`config.mk`:
```
export PLATFORM = sky130hd
export DESIGN_NAME = cp0_unit_flat
export DESIGN_NICKNAME = d
export VERILOG_FILES = /design/src/rtl/cp0_unit_pkg.sv /design/src/rtl/cp0_unit_if.sv /design/src/rtl/cp0_unit.sv /design/src/flat_wrapper.sv
export SDC_FILE = /design/constraint.sdc
export NUM_CORES = 1
export LEC_CHECK = 0
export ABC_AREA = 1
export BUFFER_PORTS_ARGS = -buffer_cell sky130_fd_sc_hd__buf_2
export CAP_MARGIN = 10
export CORE_ASPECT_RATIO = 1.25
export CORE_MARGIN = 3
export CORE_UTILIZATION = 53
export CTS_CLUSTER_SIZE = 10
export DETAILED_ROUTE_END_ITERATION = 6
export PLACE_DENSITY = 0.87
export SLEW_MARGIN = 20
export SYNTH_ARGS = -nofsm -noshare
export SYNTH_HDL_FRONTEND = slang
export SYNTH_SLANG_ARGS = --single-unit
```
`constraint.sdc`:
```
create_clock -name clk -period 4.1 [get_ports clk]
set_clock_uncertainty 0.2 [all_clocks]
set_input_delay 0.205 -clock clk [delete_from_list [all_inputs] [get_ports clk]]
set_output_delay 0.205 -clock clk [all_outputs]
set_load 0.02 [all_outputs]
```
`src/rtl/cp0_unit_pkg.sv`:
```
// ----------------------------------------------------------------------------
// cp0_unit_pkg
// Shared definitions for the CP0 (system control coprocessor) block:
//   - CP0 register numbers used by mfc0/mtc0 addressing
//   - exception code constants carried in Cause.ExcCode
//   - bit positions of the SR and Cause fields
//   - helpers that assemble the architectural SR/Cause words and compute
//     the exception return address
// ----------------------------------------------------------------------------
package cp0_unit_pkg;

  // CP0 register numbers
  localparam logic [4:0] CP0_SR    = 5'd12;
  localparam logic [4:0] CP0_CAUSE = 5'd13;
  localparam logic [4:0] CP0_EPC   = 5'd14;
  localparam logic [4:0] CP0_PRID  = 5'd15;

  // Exception codes
  localparam logic [4:0] EXC_INT  = 5'd0;
  localparam logic [4:0] EXC_ADEL = 5'd4;
  localparam logic [4:0] EXC_ADES = 5'd5;
  localparam logic [4:0] EXC_RI   = 5'd10;
  localparam logic [4:0] EXC_OV   = 5'd12;

  // SR field positions
  localparam int SR_IE_BIT  = 0;
  localparam int SR_EXL_BIT = 1;
  localparam int SR_IM_LO   = 10;
  localparam int SR_IM_HI   = 15;

  // Cause field positions
  localparam int CAUSE_EXC_LO = 2;
  localparam int CAUSE_EXC_HI = 6;
  localparam int CAUSE_IP_LO  = 10;
  localparam int CAUSE_IP_HI  = 15;
  localparam int CAUSE_BD_BIT = 31;

  // Assemble the 32-bit SR view; unimplemented bits read as zero.
  function automatic logic [31:0] pack_sr(input logic [5:0] im,
                                          input logic       exl,
                                          input logic       ie);
    logic [31:0] v;
    v                     = '0;
    v[SR_IM_HI:SR_IM_LO]  = im;
    v[SR_EXL_BIT]         = exl;
    v[SR_IE_BIT]          = ie;
    return v;
  endfunction

  // Assemble the 32-bit Cause view; unimplemented bits read as zero.
  function automatic logic [31:0] pack_cause(input logic       bd,
                                             input logic [5:0] ip,
                                             input logic [4:0] exc);
    logic [31:0] v;
    v                             = '0;
    v[CAUSE_BD_BIT]               = bd;
    v[CAUSE_IP_HI:CAUSE_IP_LO]    = ip;
    v[CAUSE_EXC_HI:CAUSE_EXC_LO]  = exc;
    return v;
  endfunction

  // Return address for an exception: a delay-slot instruction restarts at
  // its branch (PC-4, wrapping modulo 2^32). Low two bits are forced to 0
  // so eret always lands on a word boundary.
  function automatic logic [31:0] epc_target(input logic [31:0] pc,
                                             input logic        bd);
    logic [31:0] t;
    t = bd ? (pc - 32'd4) : pc;
    return {t[31:2], 2'b00};
  endfunction

endpackage

```
`src/rtl/cp0_unit_if.sv`:
```
// ----------------------------------------------------------------------------
// cp0_unit_if
// Bus between the M-stage pipeline and the CP0 block.
//   master : pipeline side, drives register addresses, mtc0 data/enable,
//            M-stage PC/BD/ExcCode, eret (EXLClr) and interrupt lines;
//            receives req, DOut and EPC_out.
//   slave  : CP0 side (cp0_unit).
// Signal names follow the established pipeline naming so the M-stage
// wrapper can connect them one-to-one.
// ----------------------------------------------------------------------------
interface cp0_unit_if;
  import cp0_unit_pkg::*;

  logic [4:0]  A_rd;       // mfc0 register number
  logic [4:0]  A_wr;       // mtc0 register number
  logic [31:0] DIn;        // mtc0 write data
  logic        writec0;    // mtc0 write enable
  logic [31:0] PC_M;       // PC of the M-stage instruction
  logic        BD_M;       // M-stage instruction is in a delay slot
  logic [4:0]  ExcCode_M;  // synchronous exception code, 0 = none
  logic        EXLClr;     // eret in M stage
  logic [5:0]  HWInt;      // level-sensitive interrupt lines
  logic        req;        // exception/interrupt taken this cycle
  logic [31:0] DOut;       // mfc0 read data
  logic [31:0] EPC_out;    // eret redirect target

  modport master (
    output A_rd, A_wr, DIn, writec0, PC_M, BD_M, ExcCode_M, EXLClr, HWInt,
    input  req, DOut, EPC_out
  );

  modport slave (
    input  A_rd, A_wr, DIn, writec0, PC_M, BD_M, ExcCode_M, EXLClr, HWInt,
    output req, DOut, EPC_out
  );

endinterface

```
`src/rtl/cp0_unit.sv`:
```
// ----------------------------------------------------------------------------
// cp0_unit
// CP0 register file with exception/interrupt arbitration for the M stage.
// Implements SR(12), Cause(13), EPC(14) and read-only PRId(15).
//
// Ports:
//   clk   : single clock, all state updates on its rising edge
//   reset : synchronous, active-low reset
//   bus   : cp0_unit_if.slave
//           inputs  A_rd, A_wr, DIn, writec0, PC_M, BD_M, ExcCode_M,
//                   EXLClr, HWInt
//           outputs req (combinational exception request / flush),
//                   DOut (mfc0 data), EPC_out (eret target)
// Parameters:
//   PRID_VALUE : contents returned for PRId
//   EPC_RESET  : EPC value after reset
// ----------------------------------------------------------------------------
module cp0_unit
  import cp0_unit_pkg::*;
#(
  parameter logic [31:0] PRID_VALUE = 32'h2022_0007,
  parameter logic [31:0] EPC_RESET  = 32'h0000_3000
) (
  input  logic          clk,
  input  logic          reset,
  cp0_unit_if.slave     bus
);

  // SR fields
  logic [5:0]  sr_im_q,  sr_im_d;
  logic        sr_exl_q, sr_exl_d;
  logic        sr_ie_q,  sr_ie_d;
  // Cause fields
  logic        cause_bd_q,  cause_bd_d;
  logic [5:0]  cause_ip_q,  cause_ip_d;
  logic [4:0]  cause_exc_q, cause_exc_d;
  // EPC
  logic [31:0] epc_q, epc_d;

  logic        int_pend;
  logic        exc_pend;
  logic        req_w;
  logic        epc_wr;

  // --------------------------------------------------------------------------
  // Exception arbitration. Gating with reset keeps the pipeline from being
  // flushed/redirected while the core is held in reset. EXL masks both
  // sources so a nested event cannot overwrite EPC.
  // --------------------------------------------------------------------------
  always_comb begin
    int_pend = reset & (|(bus.HWInt & sr_im_q)) & sr_ie_q & ~sr_exl_q;
    exc_pend = reset & (bus.ExcCode_M != EXC_INT) & ~sr_exl_q;
    req_w    = int_pend | exc_pend;
  end

  assign bus.req = req_w;

  // --------------------------------------------------------------------------
  // Next-state logic
  // --------------------------------------------------------------------------
  always_comb begin
    sr_im_d     = sr_im_q;
    sr_exl_d    = sr_exl_q;
    sr_ie_d     = sr_ie_q;
    cause_bd_d  = cause_bd_q;
    cause_exc_d = cause_exc_q;
    epc_d       = epc_q;

    // Pending-interrupt view tracks the lines every cycle, req or not.
    cause_ip_d  = bus.HWInt;

    if (req_w) begin
      // Taking an event: the mtc0 and eret of this instruction are dropped.
      sr_exl_d    = 1'b1;
      cause_bd_d  = bus.BD_M;
      cause_exc_d = int_pend ? EXC_INT : bus.ExcCode_M;
      epc_d       = epc_target(bus.PC_M, bus.BD_M);
    end else begin
      if (bus.writec0) begin
        case (bus.A_wr)
          CP0_SR: begin
            sr_im_d  = bus.DIn[SR_IM_HI:SR_IM_LO];
            sr_exl_d = bus.DIn[SR_EXL_BIT];
            sr_ie_d  = bus.DIn[SR_IE_BIT];
          end
          CP0_EPC: epc_d = bus.DIn;
          default: ;  // Cause and PRId are not software-writable
        endcase
      end
      // eret is applied after the mtc0 so it wins on the EXL bit only.
      if (bus.EXLClr) begin
        sr_exl_d = 1'b0;
      end
    end
  end

  // --------------------------------------------------------------------------
  // State registers
  // --------------------------------------------------------------------------
  always_ff @(posedge clk) begin
    if (!reset) begin
      sr_im_q     <= '0;
      sr_exl_q    <= 1'b0;
      sr_ie_q     <= 1'b0;
      cause_bd_q  <= 1'b0;
      cause_ip_q  <= '0;
      cause_exc_q <= '0;
      epc_q       <= EPC_RESET;
    end else begin
      sr_im_q     <= sr_im_d;
      sr_exl_q    <= sr_exl_d;
      sr_ie_q     <= sr_ie_d;
      cause_bd_q  <= cause_bd_d;
      cause_ip_q  <= cause_ip_d;
      cause_exc_q <= cause_exc_d;
      epc_q       <= epc_d;
    end
  end

  // --------------------------------------------------------------------------
  // mfc0 read port: current register state only, no write bypass.
  // --------------------------------------------------------------------------
  always_comb begin
    case (bus.A_rd)
      CP0_SR:    bus.DOut = pack_sr(sr_im_q, sr_exl_q, sr_ie_q);
      CP0_CAUSE: bus.DOut = pack_cause(cause_bd_q, cause_ip_q, cause_exc_q);
      CP0_EPC:   bus.DOut = epc_q;
      CP0_PRID:  bus.DOut = PRID_VALUE;
      default:   bus.DOut = '0;
    endcase
  end

  // eret target: an mtc0 EPC in the same cycle is forwarded so an
  // mtc0/eret pair does not need a stall.
  assign epc_wr      = bus.writec0 & (bus.A_wr == CP0_EPC) & ~req_w;
  assign bus.EPC_out = epc_wr ? bus.DIn : epc_q;

endmodule

```
`src/flat_wrapper.sv`:
```
// flat-port wrapper written by rule: the top's interface ports become plain ports
module cp0_unit_flat import cp0_unit_pkg::*;
#(
  parameter logic [31:0] PRID_VALUE = 32'h2022_0007,
  parameter logic [31:0] EPC_RESET  = 32'h0000_3000
)
  (clk, reset, bus_A_rd, bus_A_wr, bus_DIn, bus_writec0, bus_PC_M, bus_BD_M, bus_ExcCode_M, bus_EXLClr, bus_HWInt, bus_req, bus_DOut, bus_EPC_out);
  cp0_unit_if bus_i ();
  input  logic clk;
  input  logic reset;
  input wire logic [$bits(bus_i.A_rd)-1:0] bus_A_rd;
  input wire logic [$bits(bus_i.A_wr)-1:0] bus_A_wr;
  input wire logic [$bits(bus_i.DIn)-1:0] bus_DIn;
  input wire logic [$bits(bus_i.writec0)-1:0] bus_writec0;
  input wire logic [$bits(bus_i.PC_M)-1:0] bus_PC_M;
  input wire logic [$bits(bus_i.BD_M)-1:0] bus_BD_M;
  input wire logic [$bits(bus_i.ExcCode_M)-1:0] bus_ExcCode_M;
  input wire logic [$bits(bus_i.EXLClr)-1:0] bus_EXLClr;
  input wire logic [$bits(bus_i.HWInt)-1:0] bus_HWInt;
  output wire logic [$bits(bus_i.req)-1:0] bus_req;
  output wire logic [$bits(bus_i.DOut)-1:0] bus_DOut;
  output wire logic [$bits(bus_i.EPC_out)-1:0] bus_EPC_out;
  assign bus_i.A_rd = bus_A_rd;
  assign bus_i.A_wr = bus_A_wr;
  assign bus_i.DIn = bus_DIn;
  assign bus_i.writec0 = bus_writec0;
  assign bus_i.PC_M = bus_PC_M;
  assign bus_i.BD_M = bus_BD_M;
  assign bus_i.ExcCode_M = bus_ExcCode_M;
  assign bus_i.EXLClr = bus_EXLClr;
  assign bus_i.HWInt = bus_HWInt;
  assign bus_req = bus_i.req;
  assign bus_DOut = bus_i.DOut;
  assign bus_EPC_out = bus_i.EPC_out;
  cp0_unit #(.PRID_VALUE(PRID_VALUE), .EPC_RESET(EPC_RESET)) u_core (.clk(clk), .reset(reset), .bus(bus_i));
endmodule
```
# After elaboration in Yosys (flattened, before gate mapping)
# Index checks and enable logic that the tools add are counted.
# W data, S select, Z words.
[word_totals]
reg_bits = 52
inputBits = 90
out_inout_bits = 65
[op_classes]
n_addsub = 1
eq_ne = 6
mux = 11
bitwise = 12
reduce_logical = 11
[ops]
columns = ["cell", "n"]
rows = [
  ["$mux W32", 5],
  ["$pmux W32 S4", 1],
  ["$sub A32 B3 Y32 const B", 1],
  ["$eq A5 B4 Y1 const B", 6],
  ["$and A1 B1 Y1", 7],
  ["$and A6 B6 Y6", 1],
  ["$reduce_and A2 Y1", 3],
  ["$reduce_bool A3 Y1", 2],
  ["$reduce_or A6 Y1", 1],
  ["$mux W5", 1],
  ["$reduce_bool A5 Y1", 1],
  ["$mux W1", 4],
  ["$reduce_bool A2 Y1", 2],
  ["$not A1 Y1", 3],
  ["$reduce_and A3 Y1", 1],
  ["$reduce_or A2 Y1", 1],
  ["$or A1 B1 Y1", 1],
]

# Depth between registers and ports, before layout
# Gate-level depths: netlist of the first run.
[depth]
word_depth = 9
depth_mapped = 13

# Least setup slack after synthesis of the first run
# Ideal clock, no wire load.
[synth_timing]
path_kind = "flip-flop to output port"
start = "register u_core.sr_im_q[2]"
end = "output port bus_EPC_out[1]"
arrival_ns = 1.586
slack_ns = 2.109
stages_incl_launch_ff = 11
n_path_buf = 1
cell_sequence = "dfxtp_1 nand2_1 nand2_1 nor2_1 nand2_1 nand2_4 nand2_4 nor2_8 buf_4 inv_1 o21ai_0"
[synth_via]
elab_chain_cells = 9
[synth_rtl]
columns = ["item", "line_no", "rtl"]
rows = [
  ["from (decl)", "cp0_unit.sv:30", "logic [5:0] sr_im_q, sr_im_d;"],
  ["from (signal assigned)", "cp0_unit.sv:110", "sr_im_q <= sr_im_d;"],
  ["$and A6 B6 Y6", "cp0_unit.sv:51", "int_pend = reset & (|(bus.HWInt & sr_im_q)) & sr_ie_q & ~sr_exl_q;"],
  ["$reduce_or A6 Y1", "cp0_unit.sv:51", ""],
  ["$and A1 B1 Y1 (3 in a row)", "cp0_unit.sv:51", ""],
  ["$or A1 B1 Y1", "cp0_unit.sv:53", "req_w = int_pend | exc_pend;"],
  ["$not A1 Y1", "cp0_unit.sv:135", "assign epc_wr = bus.writec0 & (bus.A_wr == CP0_EPC) & ~req_w;"],
  ["$and A1 B1 Y1", "cp0_unit.sv:135", ""],
  ["$mux W32", "cp0_unit.sv:136", "assign bus.EPC_out = epc_wr ? bus.DIn : epc_q;"],
  ["to (decl)", "flat_wrapper.sv:22", "output wire logic [$bits(bus_i.EPC_out)-1:0] bus_EPC_out;"],
]
# Every way passes these cells.

# Final worst setup path of the first run
[layout_timing]
start = "input port bus_HWInt[2]"
end = "output port bus_EPC_out[17]"
[layout_via]
elab_chain_cells = 9
[layout_rtl]
columns = ["item", "line_no", "rtl"]
rows = [
  ["from (decl)", "flat_wrapper.sv:19", "input wire logic [$bits(bus_i.HWInt)-1:0] bus_HWInt;"],
  ["$and A6 B6 Y6", "cp0_unit.sv:51", ""],
  ["$reduce_or A6 Y1", "cp0_unit.sv:51", ""],
  ["$and A1 B1 Y1 (3 in a row)", "cp0_unit.sv:51", ""],
  ["$or A1 B1 Y1", "cp0_unit.sv:53", ""],
  ["$not A1 Y1", "cp0_unit.sv:135", ""],
  ["$and A1 B1 Y1", "cp0_unit.sv:135", ""],
  ["$mux W32", "cp0_unit.sv:136", ""],
]
# Every way passes these cells.

==> reports/qor.csv, run 1 <==
stage,metric,value,unit
cts,htreeDepth,2,
cells_and_area,fill_cells,598,
worst_setup_path,cp.required,3.69,ns
power,power.density,275.0,nW/um2
hold_path,hp-class,in -> reg,
yosys,syn_nets,726,
cells_and_area,multiInputGateArea,2205,um2
yosys,synth-seq-area-share,27.52,%
cells_and_area,drive_above_1_share,24.15,%
detailed_routing,dr.pass1.iters,5,
grt,antenna_found_initial,0,
worst_setup_path,end_kind,output port,
cts,post-cts-setup-buffers,0,
cts,cts-root-buf,clkbuf_8,
worst_setup_path,worst-path-max-fanout,53,
power,comb_power_share,23.2,%
timing,maxSlewHeadroom,28.74,%
power,clkPwrFrac,36.0,%
placed_design,globalplace.congestion,0.9427,
timing,rsz0062_at_grt,false,
power,switchingPower,0.3825,mW
cells_and_area,stdcell_area,4858,um2
detailed_routing,route.vias.total,4646,
cts,cts_buffers,5,
power,p_leak,2.510,nW
floorplanning,dieArea,8193,um2
detailed_routing,drc,0,
timing,setup_viol,0,
power,swShare,28.63,%
timing,finalSetupTns,0,ns
placed_design,post_dp_cell_area,4509,um2
timing,hold_viol,0,
power,ir_worst_vdd,0.0002604,V
cells_and_area,area_growth,28.45,%
placed_design,io_buffer_count,152,
timing,whs,0.007691,ns
grt,first_global_vias,4170,
cells_and_area,utilization,72.19,%
timing,min_period_over_period,79.85,%
floorplanning,ios,155,
timing,setup_slack,0.8262,ns
grt,grt_pass1_wl,18840,um
floorplanning,initial_core_util,56.20,%
cells_and_area,ff_latch_area,1041,um2
grt,grt_max_degree,54,
detailed_routing,wl_per_cell,13.65,um
worst_setup_path,cp_data_arrival_time,2.87,ns
cts,postCtsHoldBufs,19,
cts,insertion_delay,0.31,ns
detailed_routing,wl,11980,um
floorplanning,num_rows,33,
yosys,avgSynthCellArea,5.957,um2
placed_design,hpwlAfterDp,9070,um
cts,clkSlewWorstSetupHoldPaths,0.10,ns
cts,tritoncts,yes,
timing,fmax,305.5,MHz
run_status,status,"finished, final reports clean",
placed_design,place_ws,1.457,ns
cts,clk_path_buf_depth,2,
yosys,syn_inst,635,
floorplanning,core,6730,um2
yosys,synth-seq-cells,52,
cells_and_area,antenna_cells,0,
yosys,ys_warn_count,0,
detailed_routing,via_per_inst,5.292,
power,p_int,0.9535,mW
detailed_routing,ant_nets,0,
timing,tightest_slew,1.066,ns
grt,grt-ovfl-total,0,
timing,slew_violations,0,
worst_setup_path,critical_path_class,in -> out,
cells_and_area,fin_nets,881,
floorplanning,fp.dieH,100.5,um
grt,track_usage,29.11,%
run,drv_cap,0,
yosys,syn-cell-area,3782,um2
yosys,yosysUniqueCellTypes,39,
cts,cts_resized,0,
timing,min_period,3.274,ns
detailed_routing,drt_iter0_drc,328,
cts,clock-sinks,52,
power,pwr-share-seq,40.8,%
floorplanning,die_x,81.56,um
worst_setup_path,critPathLaunchType,primary input,
## placed cells by master, fill, tap and decap left out, types with 4 or more instances in the layout
master / count
nand3_1: 35
inv_1: 102
nand4_1: 13
dfxtp_1: 52
o21bai_1: 6
o21ai_0: 61
clkbuf_8: 5
a21oi_1: 29
nand3_2: 6
buf_2: 152
o221ai_1: 7
nand2_4: 4
nor2_1: 100
dlygate4sd3_1: 19
nor2_2: 7
nand2_1: 154
## registers in the layout, summed over array words and instances, names as in the netlist
register	count
u_core.epc_q	32
u_core.cause_ip_q	6
u_core.sr_im_q	6
u_core.cause_exc_q	5
u_core.cause_bd_q	1
u_core.sr_exl_q	1
u_core.sr_ie_q	1
## cells in the mapped netlist, drive strengths merged
library cell / instances / share of area [%]
nand2: 161 / 17
o211ai: 6 / 1.6
a211o: 1 / 0.23
a21oi: 30 / 4.3
and2: 1 / 0.17
buf: 12 / 2.6
dfxtp: 52 / 28
nand4: 13 / 2.2
nor2: 110 / 12
o22ai: 1 / 0.17
nor4: 1 / 0.17
nand3: 41 / 6.2
clkbuf: 11 / 1.1
nor3: 3 / 0.40
o221ai: 7 / 1.6
o21ai: 64 / 8.5
o2111ai: 1 / 0.23
xor2: 3 / 0.69
ha: 1 / 0.33
or2: 2 / 0.33
nand3b: 1 / 0.20
o21bai: 6 / 1.2
inv: 105 / 10
xnor2: 2 / 0.46
## metrics by stage
stage	cells	total power [mW]
2_1_floorplan	635	0.7387
3_3_place_gp	851	0.8401
3_5_place_dp	851	0.8460
4_1_cts	878	1.331
5_1_grt	878	1.393
6_report	878	1.336
## kinds of logic (layout without fill, tap and decap cells)
family,Yosys count,in the layout,share of synthesized area (%)
AO/OA/AOI/OAI,116,116,17.76
XOR/XNOR,5,5,1.158
adder cells (fa/ha/maj),1,1,0.3307
buffers and inverters,128,284,14.19
flip-flops,52,52,27.52
AND/OR/NAND/NOR,333,333,39.03
## critical path, cell delays in order
cell and delay (ns):
dlygate4sd3_1 0.54, buf_2 0.13, nand2_1 0.07, nand2_1 0.05, nor2_1 0.11, nand2_1 0.15
nand2_4 0.19, nand2_4 0.25, nor2_8 0.58, nand2_1 0.17, o21ai_0 0.18, buf_2 0.23
## area by class of cell
class,count,area share (%)
multi-input combinational,455,45.38
sequential,52,21.43
timing repair buffer,171,19.57
inverter,105,8.112
tap,87,2.241
clock inverter,3,1.854
clock buffer,5,1.416
## worst paths after layout
check	start	to	slack [ns]	cells past startpoint
hold reg to reg	u_core.cause_exc_q[3]	u_core.cause_exc_q[3]	0.27	2
setup reg to reg	u_core.sr_im_q[1]	u_core.epc_q[16]	1.64	11
hold / removal	bus_DIn[14]	u_core.sr_im_q[4]	0.008	3
setup / recovery	bus_HWInt[2]	bus_EPC_out[17]	0.83	12
## power by group through the flow
stage | Combinational, mW | Sequential, mW | Clock (mW)
2_1_floorplan | 0.186 | 0.553 | 0
3_3_place_gp | 0.286 | 0.554 | 0
3_5_place_dp | 0.290 | 0.556 | 0
4_1_cts | 0.306 | 0.544 | 0.480
5_1_grt | 0.342 | 0.547 | 0.505
6_report | 0.310 | 0.545 | 0.481
## layer usage
metal	track usage [%]	routed length, um	vias up
met3	2.683	894	24
met4	9.753	275	0
met5	0	0	-
met2	52.07	6073	209
met1	35.89	4739	2098
li1	-	-	2315
(Power assumes the default switching activity.)
==> inputs of run 2 (changes only) <==
Settings changed: ABC_AREA 1 to 0, CORE_UTILIZATION 53 to 49, PLACE_DENSITY 0.87 to 0.82.
Clock period 4.1 ns to 3.21 ns, I/O delays scaled along.
==> reports/qor.csv, run 2 <==
stage,metric,value,unit
run_status,status,"finished, final reports clean",
grt,grt-ovfl-total,0,
placed_design,globalplace.congestion,0.8435,
power,p_int,1.119,mW
yosys,syn-cell-area,3674,um2
cts,cts-root-buf,clkbuf_8,
worst_setup_path,path_buf_inv,4,
yosys,yosys.area.top_type,dfxtp_1,
worst_setup_path,cp.required,2.85,ns
yosys,avgSynthCellArea,8.705,um2
power,clkPwrFrac,28.0,%
cells_and_area,fill_cells,583,
grt,antenna_found_initial,0,
timing,setup_viol,0,
detailed_routing,via_per_inst,5.556,
floorplanning,num_rows,34,
yosys,synth_area_leaders,"dfxtp_1, mux2i_1, mux2_2, o211a_1, nand2_1",
hold_path,hold_path_depth,3,
cells_and_area,largest_reg_flops,32,
yosys,ys_warn_count,0,
worst_setup_path,cp_cell_sequence,dlygate4sd3_1 -> buf_2 -> a22oi_1 -> a31oi_1 -> o21ai_4 -> nor2b_4 -> buf_4 -> mux2_2 -> buf_2,
power,swShare,29.83,%
hold_path,holdPathEnd,u_core.epc_q[30],
cts,insertion_delay,0.30,ns
cts,cts_buffers,5,
cells_and_area,top_register,u_core.epc_q,
timing,fmax,356.8,MHz
timing,tightest_slew,0.8651,ns
cts,clk_path_buf_depth,2,
worst_setup_path,critical_path_class,in -> out,
hold_path,hp-class,in -> reg,
worst_setup_path,end_kind,output port,
cells_and_area,largestRegisters,"u_core.epc_q (32), u_core.cause_ip_q (6), u_core.sr_im_q (6)",
placed_design,hpwlAfterDp,7905,um
timing,finalSetupTns,0,ns
cts,clock-sinks,52,
cells_and_area,area_growth,30.38,%
detailed_routing,drt_iter0_drc,233,
timing,min_period_over_period,87.32,%
floorplanning,ios,155,
yosys,synth_edf_count,0,
power,power.density,332.8,nW/um2
grt,grt_pass1_wl,16990,um
cells_and_area,fin_nets,673,
worst_setup_path,crit_path_frequent_cell,buf_2,
yosys,syn_inst,422,
power,pwr-share-seq,45.4,%
yosys,synth-seq-area-share,28.34,%
cts,cts_resized,0,
power,p_leak,2.623,nW
power,comb_power_share,26.6,%
floorplanning,core,7104,um2
timing,slew_violations,0,
timing,maxSlewHeadroom,42.21,%
cts,htreeDepth,2,
placed_design,io_buffer_count,152,
detailed_routing,drc,0,
power,ir_worst_vdd,0.0002443,V
yosys,syn_nets,513,
power,switchingPower,0.4756,mW
detailed_routing,route.vias.total,3739,
grt,track_usage,24.13,%
yosys,yosysTopAreaCellShare,28.34,%
worst_setup_path,cp_slowest_cell,dlygate4sd3_1,
yosys,yosys-top-cells-count,"nand2_1, dfxtp_1, mux2i_1",
detailed_routing,wl_per_cell,16.00,um
cells_and_area,drive_above_1_share,36.36,%
grt,grt_max_degree,70,
timing,rsz0062_at_grt,false,
cts,tritoncts,yes,
worst_setup_path,rr_worst_depth,7,
timing,min_period,2.803,ns
yosys,synth-main-ff-cell,dfxtp_1,
cells_and_area,antenna_cells,0,
worst_setup_path,cpPeakStageDelay,0.53,ns
timing,hold_viol,0,
yosys,yosysUniqueCellTypes,46,
worst_setup_path,cpLargestDelayFamily,buffers and inverters,
worst_setup_path,cp_data_arrival_time,2.44,ns
detailed_routing,wl,10770,um
yosys,synth-seq-cells,52,
grt,first_global_vias,3638,
floorplanning,initial_core_util,51.71,%
yosys,yosysMostFrequentCell,nand2_1,
detailed_routing,dr.pass1.iters,5,
hold_path,hp-start,bus_PC_M[30],
cells_and_area,layout_common_cells,"buf_2, nand2_1, dfxtp_1, mux2i_1, nor2_1",
worst_setup_path,critPathLaunchType,primary input,
floorplanning,die_x,83.45,um
worst_setup_path,worst-path-max-fanout,16,
cells_and_area,layout_commonest_cell,buf_2,
worst_setup_path,r2r_setup_slack,0.78,ns
worst_setup_path,r2r-start,u_core.sr_im_q[3],
yosys,ys_async_sr_fraction,0,%
worst_setup_path,rr_endpoint,u_core.sr_im_q[4],
run,drv_cap,0,
floorplanning,dieArea,8579,um2
cts,clkSlewWorstSetupHoldPaths,0.10,ns
detailed_routing,ant_nets,0,
timing,whs,0.008547,ns
floorplanning,fp.dieH,102.8,um
[run 2: final cells by class]
class	instances	area [um2]	area share, %
Timing Repair Buffer	181	1028	21.47
Inverter	5	18.77	0.3918
Clock inverter	2	35.03	0.7315
Clock buffer	6	72.57	1.515
Multi-Input combinational cell	337	2481	51.80
Sequential cell	52	1041	21.73
Tap cell	90	112.6	2.351
[run 2: layer usage]
| layer | up-vias | global-route usage, % | share of wire (%) |
|---|---|---|---|
| met3 | 20 | 3.757 | 6.7 |
| met2 | 152 | 45.68 | 52 |
| li1 | 1832 | - | - |
| met1 | 1735 | 27.63 | 39 |
| met5 | - | 0 | 0 |
| met4 | 0 | 8.911 | 2.0 |
[run 2: worst max-delay path by stage]
stage,depth (start not counted),start,end,slack [ns]
floorplan,7,u_core.sr_im_q[3],bus_EPC_out[4],1.02
global placement,7,u_core.sr_im_q[3],u_core.sr_im_q[1],0.86
detailed placement,7,u_core.sr_im_q[3],u_core.sr_im_q[4],0.80
CTS,9,bus_HWInt[0],bus_EPC_out[21],0.40
global route,9,bus_HWInt[0],bus_EPC_out[31],0.33
finish,9,bus_HWInt[3],bus_EPC_out[21],0.41
[run 2: power groups by stage]
stage          clock, mW  combinational, mW  sequential [mW]
2_1_floorplan          0              0.261            0.726
3_3_place_gp           0              0.390            0.735
3_5_place_dp           0              0.402            0.737
4_1_cts            0.460              0.423            0.723
5_1_grt            0.478              0.462            0.730
6_report           0.446              0.424            0.724
[run 2: cell families (layout without fill, tap and decap cells)]
group	Yosys count	after routing	share of synthesized area, %
xor+xnor	27	27	6.437
compound gates	61	61	13.56
mux	79	79	22.62
fa+ha+maj	1	1	0.3405
simple gates	169	169	24.05
flops	52	52	28.34
buf+inv	33	194	4.666
[run 2: stage by stage]
step / power, mW / utilization, % / cells / instance area [um2] / worst slack [ns]
after floorplan: 0.9869 / - / 422 / 3674 / 1.017
after global placement: 1.126 / 63.09 / 645 / 4482 / 0.8563
after detailed placement: 1.139 / 63.09 / 645 / 4482 / 0.7969
after CTS: 1.605 / 67.42 / 673 / 4790 / 0.4001
after global routing: 1.670 / 67.42 / 673 / 4790 / 0.3252
final: 1.594 / 67.42 / 673 / 4790 / 0.4070
[run 2: worst reg2reg max path, delay by kind of cell (launching register included)]
kind                   cells  cell delay (ns)
buffers and inverters      2             0.76
AO/OA/AOI/OAI              3             0.64
flip-flops                 1             0.33
AND/OR/NAND/NOR            1             0.23
multiplexers               1             0.21
[run 2: timing repair]
item,4_1_cts,5_1_grt
endpoints found under the hold margin,21,0
hold buffers,20,0
buffers inserted,0,0
